$ cat src/rtl/fb_read_arbiter.sv
// Read-port arbiter for the current_frame framebuffer: driver (port 0) has priority,
// animator (port 1) is protected by a starvation guard, and lock bursts are bounded.
//
// state    | meaning
// ST_IDLE  | no owner; driver wins unless the animator has waited c_max_wait cycles
// ST_LOCK0 | driver holds the port while it keeps requesting with lock
// ST_LOCK1 | animator holds the port while it keeps requesting with lock
module fb_read_arbiter #(
  parameter int c_addr_w   = 10,
  parameter int c_bpc      = 12,
  parameter int c_max_wait = 8,
  parameter int c_max_lock = 16
) (
  input  logic                i_clk,
  input  logic                i_rst_n,
  input  logic                i_req0,
  input  logic                i_lock0,
  input  logic [c_addr_w-1:0] i_addr0,
  output logic                o_gnt0,
  output logic                o_valid0,
  output logic [c_bpc-1:0]    o_rdata0,
  input  logic                i_req1,
  input  logic                i_lock1,
  input  logic [c_addr_w-1:0] i_addr1,
  output logic                o_gnt1,
  output logic                o_valid1,
  output logic [c_bpc-1:0]    o_rdata1,
  output logic [c_addr_w-1:0] o_fb_raddr,
  input  logic [c_bpc-1:0]    i_fb_rdata
);

  localparam int c_wait_w = $clog2(c_max_wait + 1);
  localparam int c_lock_w = $clog2(c_max_lock + 1);
  localparam logic [c_wait_w-1:0] c_wait_top = c_wait_w'(c_max_wait);
  localparam logic [c_lock_w-1:0] c_lock_top = c_lock_w'(c_max_lock);
  localparam logic [c_lock_w-1:0] c_lock_one = c_lock_w'(1);
  localparam bit c_lock_en = (c_max_lock > 1);

  typedef enum logic [1:0] {
    ST_IDLE  = 2'd0,
    ST_LOCK0 = 2'd1,
    ST_LOCK1 = 2'd2
  } state_t;

  state_t              state_q, state_d;
  logic [c_wait_w-1:0] wait_q, wait_d;
  logic [c_lock_w-1:0] lock_cnt_q, lock_cnt_d;
  logic                valid0_q, valid0_d;
  logic                valid1_q, valid1_d;

  logic                gnt0, gnt1;
  logic                hold0, hold1;
  logic                starve1;
  logic                hold_lock;
  logic [c_lock_w-1:0] lock_inc;

  // Owner keeps the port only while it is still requesting; otherwise fall back to IDLE rules.
  always_comb begin
    gnt0    = 1'b0;
    gnt1    = 1'b0;
    hold0   = (state_q == ST_LOCK0) && i_req0;
    hold1   = (state_q == ST_LOCK1) && i_req1;
    starve1 = i_req1 && (wait_q == c_wait_top);
    if (i_rst_n) begin
      if (hold0)        gnt0 = 1'b1;
      else if (hold1)   gnt1 = 1'b1;
      else if (starve1) gnt1 = 1'b1;
      else if (i_req0)  gnt0 = 1'b1;
      else if (i_req1)  gnt1 = 1'b1;
    end
  end

  always_comb begin
    state_d    = ST_IDLE;
    lock_cnt_d = '0;
    lock_inc   = lock_cnt_q + 1'b1;
    hold_lock  = hold0 ? i_lock0 : i_lock1;
    if (hold0 || hold1) begin
      if (hold_lock && (lock_inc != c_lock_top)) begin
        state_d    = state_q;
        lock_cnt_d = lock_inc;
      end
    end else if (c_lock_en && ((gnt0 && i_lock0) || (gnt1 && i_lock1))) begin
      state_d    = gnt0 ? ST_LOCK0 : ST_LOCK1;
      lock_cnt_d = c_lock_one;
    end
  end

  // Wait counter saturates so the starvation override stays armed until port 1 is served.
  always_comb begin
    wait_d = wait_q;
    if (gnt1) begin
      wait_d = '0;
    end else if (i_req1 && (wait_q != c_wait_top)) begin
      wait_d = wait_q + 1'b1;
    end
    valid0_d = gnt0;
    valid1_d = gnt1;
  end

  always_ff @(posedge i_clk or negedge i_rst_n) begin
    if (!i_rst_n) begin
      state_q    <= ST_IDLE;
      wait_q     <= '0;
      lock_cnt_q <= '0;
      valid0_q   <= 1'b0;
      valid1_q   <= 1'b0;
    end else begin
      state_q    <= state_d;
      wait_q     <= wait_d;
      lock_cnt_q <= lock_cnt_d;
      valid0_q   <= valid0_d;
      valid1_q   <= valid1_d;
    end
  end

  assign o_gnt0     = gnt0;
  assign o_gnt1     = gnt1;
  assign o_fb_raddr = gnt0 ? i_addr0 : (gnt1 ? i_addr1 : '0);
  assign o_valid0   = valid0_q;
  assign o_valid1   = valid1_q;
  assign o_rdata0   = i_fb_rdata;
  assign o_rdata1   = i_fb_rdata;

endmodule
$ cat config.mk
export PLATFORM = sky130hd
export DESIGN_NAME = fb_read_arbiter
export DESIGN_NICKNAME = d
export VERILOG_FILES = /design/src/rtl/fb_read_arbiter.sv
export SDC_FILE = /design/constraint.sdc
export NUM_CORES = 1
export LEC_CHECK = 0
export CAP_MARGIN = 20
export CORE_ASPECT_RATIO = 0.5
export CORE_MARGIN = 5
export CORE_UTILIZATION = 25
export DETAILED_ROUTE_END_ITERATION = 10
export HOLD_SLACK_MARGIN = 0.12
export MAX_ROUTING_LAYER = met4
export PLACE_DENSITY = 0.6
export SLEW_MARGIN = 20
export SYNTH_ARGS = -nofsm -noshare
export SYNTH_HDL_FRONTEND = slang
export SYNTH_SLANG_ARGS = --single-unit
$ cat constraint.sdc
create_clock -name i_clk -period 2.42 [get_ports i_clk]
set_input_delay 0.242 -clock i_clk [delete_from_list [all_inputs] [get_ports i_clk]]
set_output_delay 0.242 -clock i_clk [all_outputs]
set_load 0.02 [all_outputs]
==> flow_metrics.env <==
export IMPL_status="finished, final reports clean"
export IMPL_fin_crit_ns=2.25
export IMPL_grt_pass1_vias=720
export IMPL_tightest_slew_ns=0.292
export IMPL_synth_warnings=0
export IMPL_max_cap_violations=0
export IMPL_synthTopCellsByArea="dfrtp_1 (33%), buf_4 (19%), a22o_1 (9.9%)"
export IMPL_clkLatencyLatePin_ns=0.24
export IMPL_synth_nets=143
export IMPL_firstDrtPassIters=4
export IMPL_ctsHtreeMaxLevel=1
export IMPL_io_pins=76
export IMPL_avgRoutedWirePerCell_um=12.7
export IMPL_start_util=0.255
export IMPL_antenna_found_initial=0
export IMPL_drt_iter0_drc=17
export IMPL_placed_cells=174
export IMPL_die_area_sq_um=5320
export IMPL_synth_main_ff_cell="dfrtp_1"
export IMPL_synth_area_per_cell_sq_um=9.56
export IMPL_cts_tree="built"
export IMPL_rsz0062_at_grt="no"
export IMPL_area_growth_pct=36.2
export IMPL_num_fill_cells=373
export IMPL_setup_violations=0
export IMPL_fin_skew_ns=0.00163
export IMPL_cts_buffers=3
export IMPL_drc_errors=0
export IMPL_cp_top_family="buffers and inverters"
export IMPL_netlist_area_sq_um=975
export IMPL_die_w_um=98.3
export IMPL_io_buffer_count=39
export IMPL_nets=166
export IMPL_wl_um=2270
export IMPL_crit_buf_inv=3
export IMPL_coreArea_sq_um=3820
export IMPL_leakagePower_nw=0.634
export IMPL_synth_cell_types=28
export IMPL_power_density_nw_per_um2=531
export IMPL_worst_ep_required_time_ns=2.18
export IMPL_max_freq_mhz=443
export IMPL_cp_start_kind="register"
export IMPL_synth_seq_cells=13
export IMPL_timing_final_crit_share=0.932
export IMPL_synth_top_area_cell="dfrtp_1"
export IMPL_ys_top_cells_by_count="buf_4 (25), dfrtp_1 (13), a22o_1 (11), nor2_1 (8), inv_1 (5)"
export IMPL_max_stage_delay_ns=0.39
export IMPL_synth_most_common_cell="buf_4"
export IMPL_clk_pin_slew_ns=0.06
export IMPL_final_max_slew_viol_count=0
export IMPL_holdBufCountCts=0
export IMPL_synth_edf_count=0
export IMPL_cp_slowest_cell="dfrtp_1"
export IMPL_critPathCaptureType="output port"
export IMPL_route_antenna_remaining_nets=0
export IMPL_grt_ovfl_total=0
export IMPL_worstSetupPathType="register to output port"
export IMPL_synth_seq_area_share=0.334
export IMPL_vdd_drop_max_mv=0.173
export IMPL_clkSinkCount=13
export IMPL_hold_viol_final=0
export IMPL_hold_class="input port to async pin"
export IMPL_syn_inst=102
export IMPL_finalNonFillerCells=178
export IMPL_synth_top_area_share=0.334
export IMPL_row_count=16
export IMPL_tns_ns=0
export IMPL_n_antenna_cell=0
export IMPL_die_h_um=54.2
export IMPL_cts_root_buf="clkbuf_8"
export IMPL_grt_usage=0.0826
export IMPL_grt_max_degree=16
export IMPL_slew_headroom=0.805
export IMPL_viasPerCell=4.11
export IMPL_async_flop_share=1.00
export IMPL_dp_hpwl_um=1860
export IMPL_cts_buffer_depth=2
export IMPL_globalplace_congestion=0.732
export IMPL_dr_total_vias=731
export IMPL_cp_cell_sequence="inv_1 > ha_1 > nand3b_4 > a311oi_4 > buf_12 > a22o_1 > dlygate4sd2_1"
export IMPL_grt_pass1_wl_um=3320
export IMPL_drive_gt1_frac=0.113
export IMPL_r2r_slack_ns=0.68
export IMPL_crit_arrival_ns=2.01
export IMPL_critPathMaxFanout=15
## sequential cells by signal (all words and copies together), names as in the netlist
name / flops
o_valid1: 1
lock_cnt_q: 5
o_valid0: 1
wait_q: 4
state_q: 2
## kinds of logic after synthesis
family | count (synthesis) | share of synthesized area
compound gates | 22 | 0.196
simple gates | 27 | 0.158
xor+xnor | 5 | 0.0449
buf+inv | 31 | 0.217
mux | 1 | 0.0116
flops | 13 | 0.334
fa+ha+maj | 3 | 0.0385
## power breakdown
group | switching (W) | internal, W | leakage, nW
clock network | 0.0000762 | 0.000116 | 0.0228
registers | 0.0000323 | 0.000250 | 0.173
logic | 0.000105 | 0.000126 | 0.438
total | 0.000213 | 0.000492 | 0.634
## placed cells by master, fill, tap and decap left out, types with 2 or more instances in the layout
cell / instances
nand2_1: 4
xor2_1: 4
and2_1: 2
nor2b_1: 2
dlymetal6s2s_1: 2
ha_1: 3
o21ai_0: 4
a22o_1: 11
nand3_1: 4
dfrtp_1: 13
clkbuf_8: 3
nor2_1: 8
dlygate4sd2_1: 10
nand2b_1: 2
buf_4: 4
clkdlybuf4s50_1: 27
inv_1: 5
## worst paths after layout
path | startpoint | end | cells past startpoint
min in group i_clk | i_fb_rdata[6] | o_rdata1[6] | 0
max reg2reg | wait_q[0] | wait_q[0] | 7
max in group asynchronous | i_rst_n | lock_cnt_q[2] | 2
min | i_rst_n | lock_cnt_q[3] | 2
min reg2reg | lock_cnt_q[0] | lock_cnt_q[0] | 1
max | wait_q[0] | o_fb_raddr[8] | 7
## repair_timing
action                                  CTS  global route
cloned                                    0             0
endpoints found under the hold margin     0             0
setup buffers                             0             0
endpoints found under the setup margin   10             2
resized for setup                        10             2
pin swaps                                 0             0
## layer usage
layer	part of all wire	up-vias	GRT usage
li1	-	376	-
met1	0.40	343	0.0887
met2	0.56	10	0.145
met3	0.033	2	0.0194
met4	0.013	0	0.0476
met5	0	-	-
## metrics by stage
step           power (W)  hold slack (ns)  setup slack [ns]  cell area (sq um)   util
5_1_grt         0.000753            0.424            0.0541               1330  0.347
3_3_place_gp    0.000525            0.484            0.0817               1290  0.337
3_5_place_dp    0.000529            0.484            0.0805               1290  0.337
6_report        0.000705            0.414             0.165               1330  0.347
4_1_cts         0.000716            0.413           0.00431               1320  0.346
2_1_floorplan   0.000470          -0.0536             0.618                975      -
## layout make-up
cell class | count | area (sq um) | area share
timing repair buffer | 44 | 433 | 0.326
multi-input combinational | 58 | 438 | 0.330
clock buffer | 4 | 45.0 | 0.0339
tap | 54 | 67.6 | 0.0509
sequential | 13 | 325 | 0.245
inverter | 5 | 18.8 | 0.0141
Note: power is estimated with default switching activity, not from simulation.
